`config.mk`:
```
export PLATFORM = sky130hd
export DESIGN_NAME = time_counter_flat
export DESIGN_NICKNAME = d
export VERILOG_FILES = /design/src/rtl/time_counter_if.sv /design/src/rtl/time_counter.sv /design/src/flat_wrapper.sv
export SDC_FILE = /design/constraint.sdc
export NUM_CORES = 1
export LEC_CHECK = 0
export BUFFER_PORTS_ARGS = -buffer_cell sky130_fd_sc_hd__buf_2
export CAP_MARGIN = 10
export CORE_MARGIN = 2
export CORE_UTILIZATION = 63
export DETAILED_ROUTE_END_ITERATION = 8
export PLACE_DENSITY = 0.94
export SLEW_MARGIN = 20
export SYNTH_ARGS = -nofsm -noshare
export SYNTH_HDL_FRONTEND = slang
export SYNTH_SLANG_ARGS = --single-unit
```
`constraint.sdc`:
```
create_clock -name clk -period 4.1 [get_ports clk]
set_input_delay 0.82 -clock clk [delete_from_list [all_inputs] [get_ports clk]]
set_output_delay 0.82 -clock clk [all_outputs]
set_load 0.02 [all_outputs]
```
`src/rtl/time_counter_if.sv`:
```
// Button/time bus of the clock core.
//   btn_mode, btn_inc : 1-cycle pulses toward the core
//   sec_o, min_o      : binary 0-59
//   hour_o            : binary 0-23
//   mode_o            : 00 RUN, 01 SET_MIN, 10 SET_HOUR
//   sec_tick          : 1-cycle pulse on each RUN seconds update
interface time_counter_if;
  logic       btn_mode;
  logic       btn_inc;
  logic [5:0] sec_o;
  logic [5:0] min_o;
  logic [4:0] hour_o;
  logic [1:0] mode_o;
  logic       sec_tick;

  modport master (output btn_mode, btn_inc,
                  input  sec_o, min_o, hour_o, mode_o, sec_tick);
  modport slave  (input  btn_mode, btn_inc,
                  output sec_o, min_o, hour_o, mode_o, sec_tick);
endinterface

```
`src/rtl/time_counter.sv`:
```
// Timekeeping core: divides clk to a 1 Hz tick, keeps binary sec/min/hour,
// and lets the user adjust minutes and hours through a 3-state set FSM.
//   clk    : system clock, posedge
//   reset_ : asynchronous active-high reset
//   bus    : slave side of time_counter_if (buttons in, time/mode/tick out)
// All outputs are registered.
module time_counter #(
  parameter int CLK_HZ  = 50_000_000,
  parameter int PRESC_W = 26
) (
  input  logic    clk,
  input  logic    reset_,
  time_counter_if.slave bus
);

  typedef enum logic [1:0] {
    RUN      = 2'b00,
    SET_MIN  = 2'b01,
    SET_HOUR = 2'b10,
    ILLEGAL  = 2'b11
  } state_t;

  localparam logic [PRESC_W-1:0] PRESC_MAX = PRESC_W'(CLK_HZ - 1);

  state_t             state, state_n;
  logic [PRESC_W-1:0] presc, presc_n;
  logic [5:0]         sec, sec_n, min, min_n;
  logic [4:0]         hour, hour_n;
  logic               tick, tick_n;

  // Field increments: out-of-range values (>= max) fall back to 0; carry
  // only propagates from an exact max so a corrupted field cannot ripple.
  logic [5:0] sec_inc, min_inc;
  logic [4:0] hour_inc;
  logic       sec_cy, min_cy;

  assign sec_inc  = (sec  >= 6'd59) ? 6'd0 : sec  + 6'd1;
  assign min_inc  = (min  >= 6'd59) ? 6'd0 : min  + 6'd1;
  assign hour_inc = (hour >= 5'd23) ? 5'd0 : hour + 5'd1;
  assign sec_cy   = (sec == 6'd59);
  assign min_cy   = (min == 6'd59);

  always_ff @(posedge clk or posedge reset_) begin
    if (reset_) begin
      state <= RUN;
      presc <= '0;
      sec   <= '0;
      min   <= '0;
      hour  <= '0;
      tick  <= 1'b0;
    end else begin
      state <= state_n;
      presc <= presc_n;
      sec   <= sec_n;
      min   <= min_n;
      hour  <= hour_n;
      tick  <= tick_n;
    end
  end

  always_comb begin
    state_n = state;
    presc_n = '0;
    sec_n   = sec;
    min_n   = min;
    hour_n  = hour;
    tick_n  = 1'b0;
    unique case (state)
      RUN: begin
        if (bus.btn_mode) begin
          // Leaving RUN discards any tick due on this edge.
          state_n = SET_MIN;
        end else if (presc >= PRESC_MAX) begin
          tick_n = 1'b1;
          sec_n  = sec_inc;
          if (sec_cy) begin
            min_n = min_inc;
            if (min_cy) hour_n = hour_inc;
          end
        end else begin
          presc_n = presc + 1'b1;
        end
      end
      SET_MIN: begin
        if (bus.btn_mode)     state_n = SET_HOUR;
        else if (bus.btn_inc) min_n   = min_inc;
      end
      SET_HOUR: begin
        if (bus.btn_mode) begin
          state_n = RUN;
          sec_n   = '0;
        end else if (bus.btn_inc) begin
          hour_n = hour_inc;
        end
      end
      default: state_n = RUN;
    endcase
  end

  assign bus.sec_o    = sec;
  assign bus.min_o    = min;
  assign bus.hour_o   = hour;
  assign bus.mode_o   = state;
  assign bus.sec_tick = tick;

endmodule
```
`src/flat_wrapper.sv`:
```
// flat-port wrapper written by rule: the top's interface ports become plain ports
module time_counter_flat 
#(
  parameter int CLK_HZ  = 50_000_000,
  parameter int PRESC_W = 26
)
  (clk, reset_, bus_btn_mode, bus_btn_inc, bus_sec_o, bus_min_o, bus_hour_o, bus_mode_o, bus_sec_tick);
  time_counter_if bus_i ();
  input  logic clk;
  input  logic reset_;
  input wire logic [$bits(bus_i.btn_mode)-1:0] bus_btn_mode;
  input wire logic [$bits(bus_i.btn_inc)-1:0] bus_btn_inc;
  output wire logic [$bits(bus_i.sec_o)-1:0] bus_sec_o;
  output wire logic [$bits(bus_i.min_o)-1:0] bus_min_o;
  output wire logic [$bits(bus_i.hour_o)-1:0] bus_hour_o;
  output wire logic [$bits(bus_i.mode_o)-1:0] bus_mode_o;
  output wire logic [$bits(bus_i.sec_tick)-1:0] bus_sec_tick;
  assign bus_i.btn_mode = bus_btn_mode;
  assign bus_i.btn_inc = bus_btn_inc;
  assign bus_sec_o = bus_i.sec_o;
  assign bus_min_o = bus_i.min_o;
  assign bus_hour_o = bus_i.hour_o;
  assign bus_mode_o = bus_i.mode_o;
  assign bus_sec_tick = bus_i.sec_tick;
  time_counter #(.CLK_HZ(CLK_HZ), .PRESC_W(PRESC_W)) u_core (.clk(clk), .reset_(reset_), .bus(bus_i));
endmodule
```
==> impl_metrics.ini, run 1 <==
[worst_setup_path]
arrival_ns = 2.56
worstPathRequired_ns = 4.23
r2r-start = u_core.presc[0]
rr_worst_depth = 6
reg2reg_slack_ns = 1.67
end_kind = register
crit_fanout = 26
regToRegEndpoint = u_core.presc[15]
worst-setup-path-type = reg -> reg
start_kind = register

[clock_tree]
cts.repair.resized = 0
cts_tree = built
clockBufferDepth = 2
cts_buffers = 5
clk_latency_ns = 0.30
post-cts-setup-buffers = 0
ctsHtreeMaxLevel = 2
cts_sinks = 46
postCtsHoldBufs = 0
clk_pin_slew_ns = 0.08
root_buffer = clkbuf_8

[run_status]
outcome = complete, no violations

[detailed_routing]
drt_wl_total_um = 5099
via_count = 2056
drc = 0
wl_per_cell_um = 14.87
first_pass_iters = 4
detail-route-antenna-nets = 0
drt_iter0_drc = 121
via_per_inst = 5.994

[timing]
skew_ns = 0.01041
fmaxAchievable_mhz = 412.3
worstMarginPinSlew_ns = 0.9380
rsz0062_at_grt = false
setup_viol = 0
setup-tns-final_ns = 0
min_period_ns = 2.425
slew_viol_final = 0
hold_viol = 0
slew_headroom_pct = 37.46
min_period_over_period_pct = 59.16

[layout]
syn_to_final_growth_pct = 10.49
fin_area_um2 = 2714
fin_nets = 302
finalNonFillerCells = 343
diodes = 0
layout-drive-gt1-share_pct = 13.22
fillers = 280

[floorplanning]
fp.coreArea_um2 = 3716
die_h_um = 66.44
num_rows = 22
dieArea_um2 = 4414
die_w_um = 66.44
initial_core_util_pct = 66.09
ioPinCount = 24

[grt]
track_usage_pct = 26.50
grt_pass1_vias = 1983
grt_overflow = 0
grt_max_degree = 47
grt_pass1_wl_um = 8901
antenna_found_initial = 0

[power_and_ir_drop]
switching_share_pct = 34.05
power-per-cell-area_nw_per_um2 = 425.4
clock_power_share_pct = 28.7
switching_power_uw = 393.1
pwr-share-seq_pct = 49.1
leakage_nw = 1.170
irDropWorstVdd_uv = 266.3
internal_power_uw = 761.5
p_comb_share_pct = 22.2

[logic_synthesis]
synth_mux_area_share_pct = 0.4585
synth_compound_area_share_pct = 12.84
ys_async_sr_fraction_pct = 100.0
yosysWarningCount = 0
synthAdderAreaFrac_pct = 2.445
syn_nets = 279
synth_edf_count = 0
synth_cells = 271
avgSynthCellArea_um2 = 9.063
mappedNetlistArea_um2 = 2456
synth-simple-area-share_pct = 25.93
synth_cell_types = 49
synth-seq-cells = 46
synth_top_family_by_area = simple AND/OR/NAND/NOR gates
synth-xor-area-share_pct = 8.202
yosysSeqAreaShare_pct = 46.87
synth_ff_type = dfrtp_1

[placement]
port_buffers = 23
placed_cells = 335
hpwl_um = 3489
placed_area_um2 = 2604
gp_congestion = 0.7917

[worst_hold_path]
worstHoldPathCells = 1
min_path_type = reg -> reg
min_from = u_core.presc[0]
hold_end = u_core.presc[0]

[run]
cap_violations = 0
cell usage after synthesis (2+ instances only):
master	instances	area [um2]
o211ai_1	2	15.01
o22a_1	2	17.52
ha_1	4	50.05
inv_1	12	45.04
a21oi_1	12	60.06
clkbuf_1	4	15.01
or3_1	3	18.77
xor2_1	9	78.83
xnor2_1	14	122.6
nor3_1	7	35.03
a211oi_1	2	15.01
nand2b_1	3	18.77
nor3b_1	2	15.01
nand4_1	7	43.79
nor2_1	41	153.9
nand2_1	22	82.58
nor2b_1	3	18.77
o41ai_1	3	26.28
nor4_1	2	12.51
buf_2	4	20.02
o21ai_1	2	10.01
o31ai_1	2	15.01
o21ai_0	14	70.07
nand3_1	19	95.09
and3_1	7	43.79
dfrtp_1	46	1151
power by group through the flow:
stage	sequential (mW)	combinational (mW)	clock (mW)
floorplan	0.585	0.172	0
global placement	0.571	0.245	0
detailed placement	0.574	0.255	0
CTS	0.565	0.257	0.335
global route	0.576	0.287	0.358
finish	0.567	0.256	0.332
worst max path at each step:
stage                                 endpoint            start  depth (start not counted)
after floorplan           u_core.bus.hour_o[0]     bus_btn_mode                          5
after global placement    u_core.bus.hour_o[0]     bus_btn_mode                          5
after detailed placement       u_core.presc[5]  u_core.presc[0]                          6
after CTS                     u_core.presc[15]  u_core.presc[0]                          6
after global routing          u_core.presc[13]  u_core.presc[0]                          6
final                         u_core.presc[15]  u_core.presc[0]                          6
stage by stage:
step,power [mW],setup WS [ns],util (%),hold slack (ns)
6_report,1.155,1.675,73.03,0.5033
5_1_grt,1.220,1.494,73.03,0.5207
4_1_cts,1.157,1.679,73.03,0.4996
3_5_place_dp,0.8291,1.699,70.07,0.4894
2_1_floorplan,0.7570,1.889,-,0.4547
3_3_place_gp,0.8156,1.747,70.07,0.4658
layer usage:
metal | vias up | wire length [um] | GRT usage, %
met1 | 1001 | 2183 | 34.38
met5 | - | 0 | 0
met3 | 11 | 197 | 5.451
met4 | 0 | 85 | 11.99
li1 | 995 | - | -
met2 | 49 | 2633 | 42.63
flip-flops by register name, indices dropped and copies added, names as in the netlist:
name,cells
u_core.presc,26
u_core.bus.min_o,6
u_core.bus.sec_o,6
u_core.bus.hour_o,5
u_core.bus.mode_o,2
u_core.bus.sec_tick,1
worst max-delay path, cell delays in order (launching register included):
cell and delay (ns):
dfrtp_1 0.39, ha_1 0.22, nand4_1 0.22, o211ai_1 0.29
a21o_2 0.24, nand2b_1 0.75, a21oi_1 0.14
logic make-up (layout without fill, tap and decap cells):
logic type,after synthesis,after routing
multiplexers,1,1
XOR/XNOR,23,23
AO/OA/AOI/OAI,50,50
flip-flops,46,46
AND/OR/NAND/NOR,126,126
adder cells (fa/ha/maj),5,5
buffers and inverters,20,44
cell usage in the layout, fill, tap and decap left out, types with 2 or more instances in the layout:
cell and count:
dfrtp_1 46, nor2_1 41, buf_2 23, nand2_1 22
nand3_1 19, o21ai_0 14, xnor2_1 14, a21oi_1 12
inv_1 11, xor2_1 9, and3_1 7, nand4_1 7
nor3_1 7, clkbuf_8 5, ha_1 4, o41ai_1 3
nor2b_1 3, nand2b_1 3, or3_1 3, o211ai_1 2
nor3b_1 2, o21ai_1 2, nor4_1 2, a211oi_1 2
o22a_1 2, o31ai_1 2
area by class of cell:
| class | count | area, um2 | share of cell area, % |
|---|---|---|---|
| clock buffers | 6 | 72.57 | 2.674 |
| flip-flops and latches | 46 | 1151 | 42.42 |
| inverters | 12 | 45.04 | 1.660 |
| clock inverters | 2 | 37.54 | 1.383 |
| well taps | 48 | 60.06 | 2.213 |
| repair buffers | 24 | 122.6 | 4.518 |
| multi-input cells | 205 | 1225 | 45.14 |
No activity file was read; power rests on OpenSTA's default activity.
==> inputs of run 2 (changes only) <==
--- a/config.mk
+++ b/config.mk
@@ -8,9 +8,9 @@
 export BUFFER_PORTS_ARGS = -buffer_cell sky130_fd_sc_hd__buf_2
 export CAP_MARGIN = 10
 export CORE_MARGIN = 2
-export CORE_UTILIZATION = 63
+export CORE_UTILIZATION = 53
 export DETAILED_ROUTE_END_ITERATION = 8
-export PLACE_DENSITY = 0.94
+export PLACE_DENSITY = 0.86
 export SLEW_MARGIN = 20
 export SYNTH_ARGS = -nofsm -noshare
 export SYNTH_HDL_FRONTEND = slang
==> constraint.sdc (replaced) <==
create_clock -name clk -period 2 [get_ports clk]
set_input_delay 0.4 -clock clk [delete_from_list [all_inputs] [get_ports clk]]
set_output_delay 0.4 -clock clk [all_outputs]
set_load 0.02 [all_outputs]
==> run 2 against run 1 <==
Effect of this change: global-route usage shrank 5.9 points; worst hold slack lost 0.27 ns; count of clock-buffer cells in the layout stayed put; sequential power up 100%; wire length decreased by 2.2%; total power up 110%; flip-flop and latch count stayed put; die area increased by 18%; setup slack got worse by 1.6 ns; critical path depth up 1; core utilization shrank 8.0 points; largest cell class unchanged; highest routed layer unchanged.
==> impl_metrics.ini, run 2 (same netlist as run 1, synthesis figures left out) <==
[detailed_routing]
drc = 0
detail-route-antenna-nets = 0
drt_wl_total_um = 4989
wl_per_cell_um = 13.82
via_count = 2096
via_per_inst = 5.806
first_pass_iters = 4
drt_iter0_drc = 135

[grt]
grt_use_met2_pct = 34.76
grt_pass1_vias = 1969
met3_usage_pct = 4.306
grt_use_met1_pct = 26.58
track_usage_pct = 20.64
grt_overflow = 0
grt_max_degree = 47
antenna_found_initial = 0
grt_pass1_wl_um = 8569
grt.busiest_layer = met2

[placement]
port_buffers = 23
gp_congestion = 0.8575
dp_worst_setup_slack_ns = 0.01582
placed_area_um2 = 2711
hpwl_um = 3553

[layout]
largest-register = u_core.presc
layout-drive-gt1-share_pct = 18.77
diodes = 0
final_core_util_pct = 65.02
fin_area_um2 = 2870
largest_reg_flops = 26
fin_nets = 317
syn_to_final_growth_pct = 16.86
final_common_cell = dfrtp_1
layout_common_cells = dfrtp_1 (46), nor2_1 (41), buf_2 (23)

[clock_tree]
clockBufferDepth = 2
cts_buffers = 5
clk_latency_ns = 0.30
ctsHtreeMaxLevel = 2
cts_tree = built
cts_sinks = 46
root_buffer = clkbuf_8
clk_pin_slew_ns = 0.08

[worst_setup_path]
end_kind = register
worst-setup-path-type = reg -> reg
path_cells = ha_4 -> nand4_1 -> o211ai_1 -> a21o_2 -> buf_4 -> o21a_1 -> mux2_2
crit_family = compound AO/OA/AOI/OAI gates
arrival_ns = 2.11
cp_num_buf_inv = 1
cp_slowest_cell = dfrtp_1
worstPathRequired_ns = 2.19
start_kind = register
critPathMaxStageDelay_ns = 0.42
reg2reg_slack_ns = 0.09
crit_fanout = 4

[floorplanning]
fp.coreArea_um2 = 4414
ioPinCount = 24
num_rows = 24
die_w_um = 72.08
die_h_um = 72.08
initial_core_util_pct = 55.64
dieArea_um2 = 5195

[timing]
hold_viol = 0
min_period_over_period_pct = 95.74
skew_ns = 0.008651
fmaxAchievable_mhz = 522.2
slew_viol_final = 0
worstMarginPinSlew_ns = 0.5756
layout_setup_ws_ns = 0.08515
slew_headroom_pct = 61.62
min_period_ns = 1.915
setup_viol = 0

[power_and_ir_drop]
leakage_nw = 1.257
p_total_mw = 2.460
power-per-cell-area_nw_per_um2 = 857.0
irDropWorstVdd_uv = 616.6

[run_status]
outcome = complete, no violations

[worst_hold_path]
min_path_type = in -> async

[run]
cap_violations = 0
[run 2: cell type report]
type / count / area [um2]
inverter: 12 / 45.04
tap: 52 / 65.06
timing repair buffer: 39 / 247.7
fill: 348 / 1544
sequential: 46 / 1151
clock inverter: 1 / 30.03
clock buffer: 6 / 82.58
multi-input combinational: 205 / 1249
[run 2: path summary, 6_finish.rpt]
path | endpoint | from | depth (start not counted)
worst min register to register | u_core.presc[0] | u_core.presc[0] | 1
worst min-delay path | u_core.bus.hour_o[0] | reset_ | 3
worst max register to register | u_core.bus.hour_o[0] | u_core.presc[0] | 7
max in group asynchronous | u_core.presc[19] | reset_ | 3
worst max-delay path | u_core.bus.hour_o[0] | u_core.presc[0] | 7
min in group clk | u_core.bus.mode_o[1] | bus_btn_mode | 3
[run 2: worst reg2reg max path: stages (launching register included)]
cell and delay [ns]:
dfrtp_1 0.42, ha_4 0.16, nand4_1 0.12, o211ai_1 0.27, a21o_2 0.23, buf_4 0.13
o21a_1 0.15, mux2_2 0.34
[run 2: timing repair]
action | 4_1_cts | 5_1_grt
setup endpoints to repair | 0 | 13
buffers inserted | 0 | 3
hold buffers | 0 | 0
resized for setup | 0 | 5
[run 2: metrics by stage]
| step | hold slack [ns] | instances | setup TNS, ns |
|---|---|---|---|
| after floorplan | 0.4547 | 271 | 0 |
| after global placement | 0.4655 | 351 | 0 |
| after detailed placement | 0.4750 | 351 | 0 |
| after CTS | 0.2592 | 358 | 0 |
| after global routing | 0.2878 | 361 | -0.05919 |
| final | 0.2284 | 361 | 0 |
[run 2: layer usage]
metal / vias to the layer above / routed length (um)
li1: 1026 / -
met1: 1018 / 2270
met2: 44 / 2464
met3: 8 / 189
met4: 0 / 64
met5: - / 0
[run 2: power by group]
part | switching (mW) | internal (mW) | total [mW]
Clock | 0.293 | 0.400 | 0.692
Combinational | 0.386 | 0.241 | 0.626
Sequential | 0.130 | 1.01 | 1.14
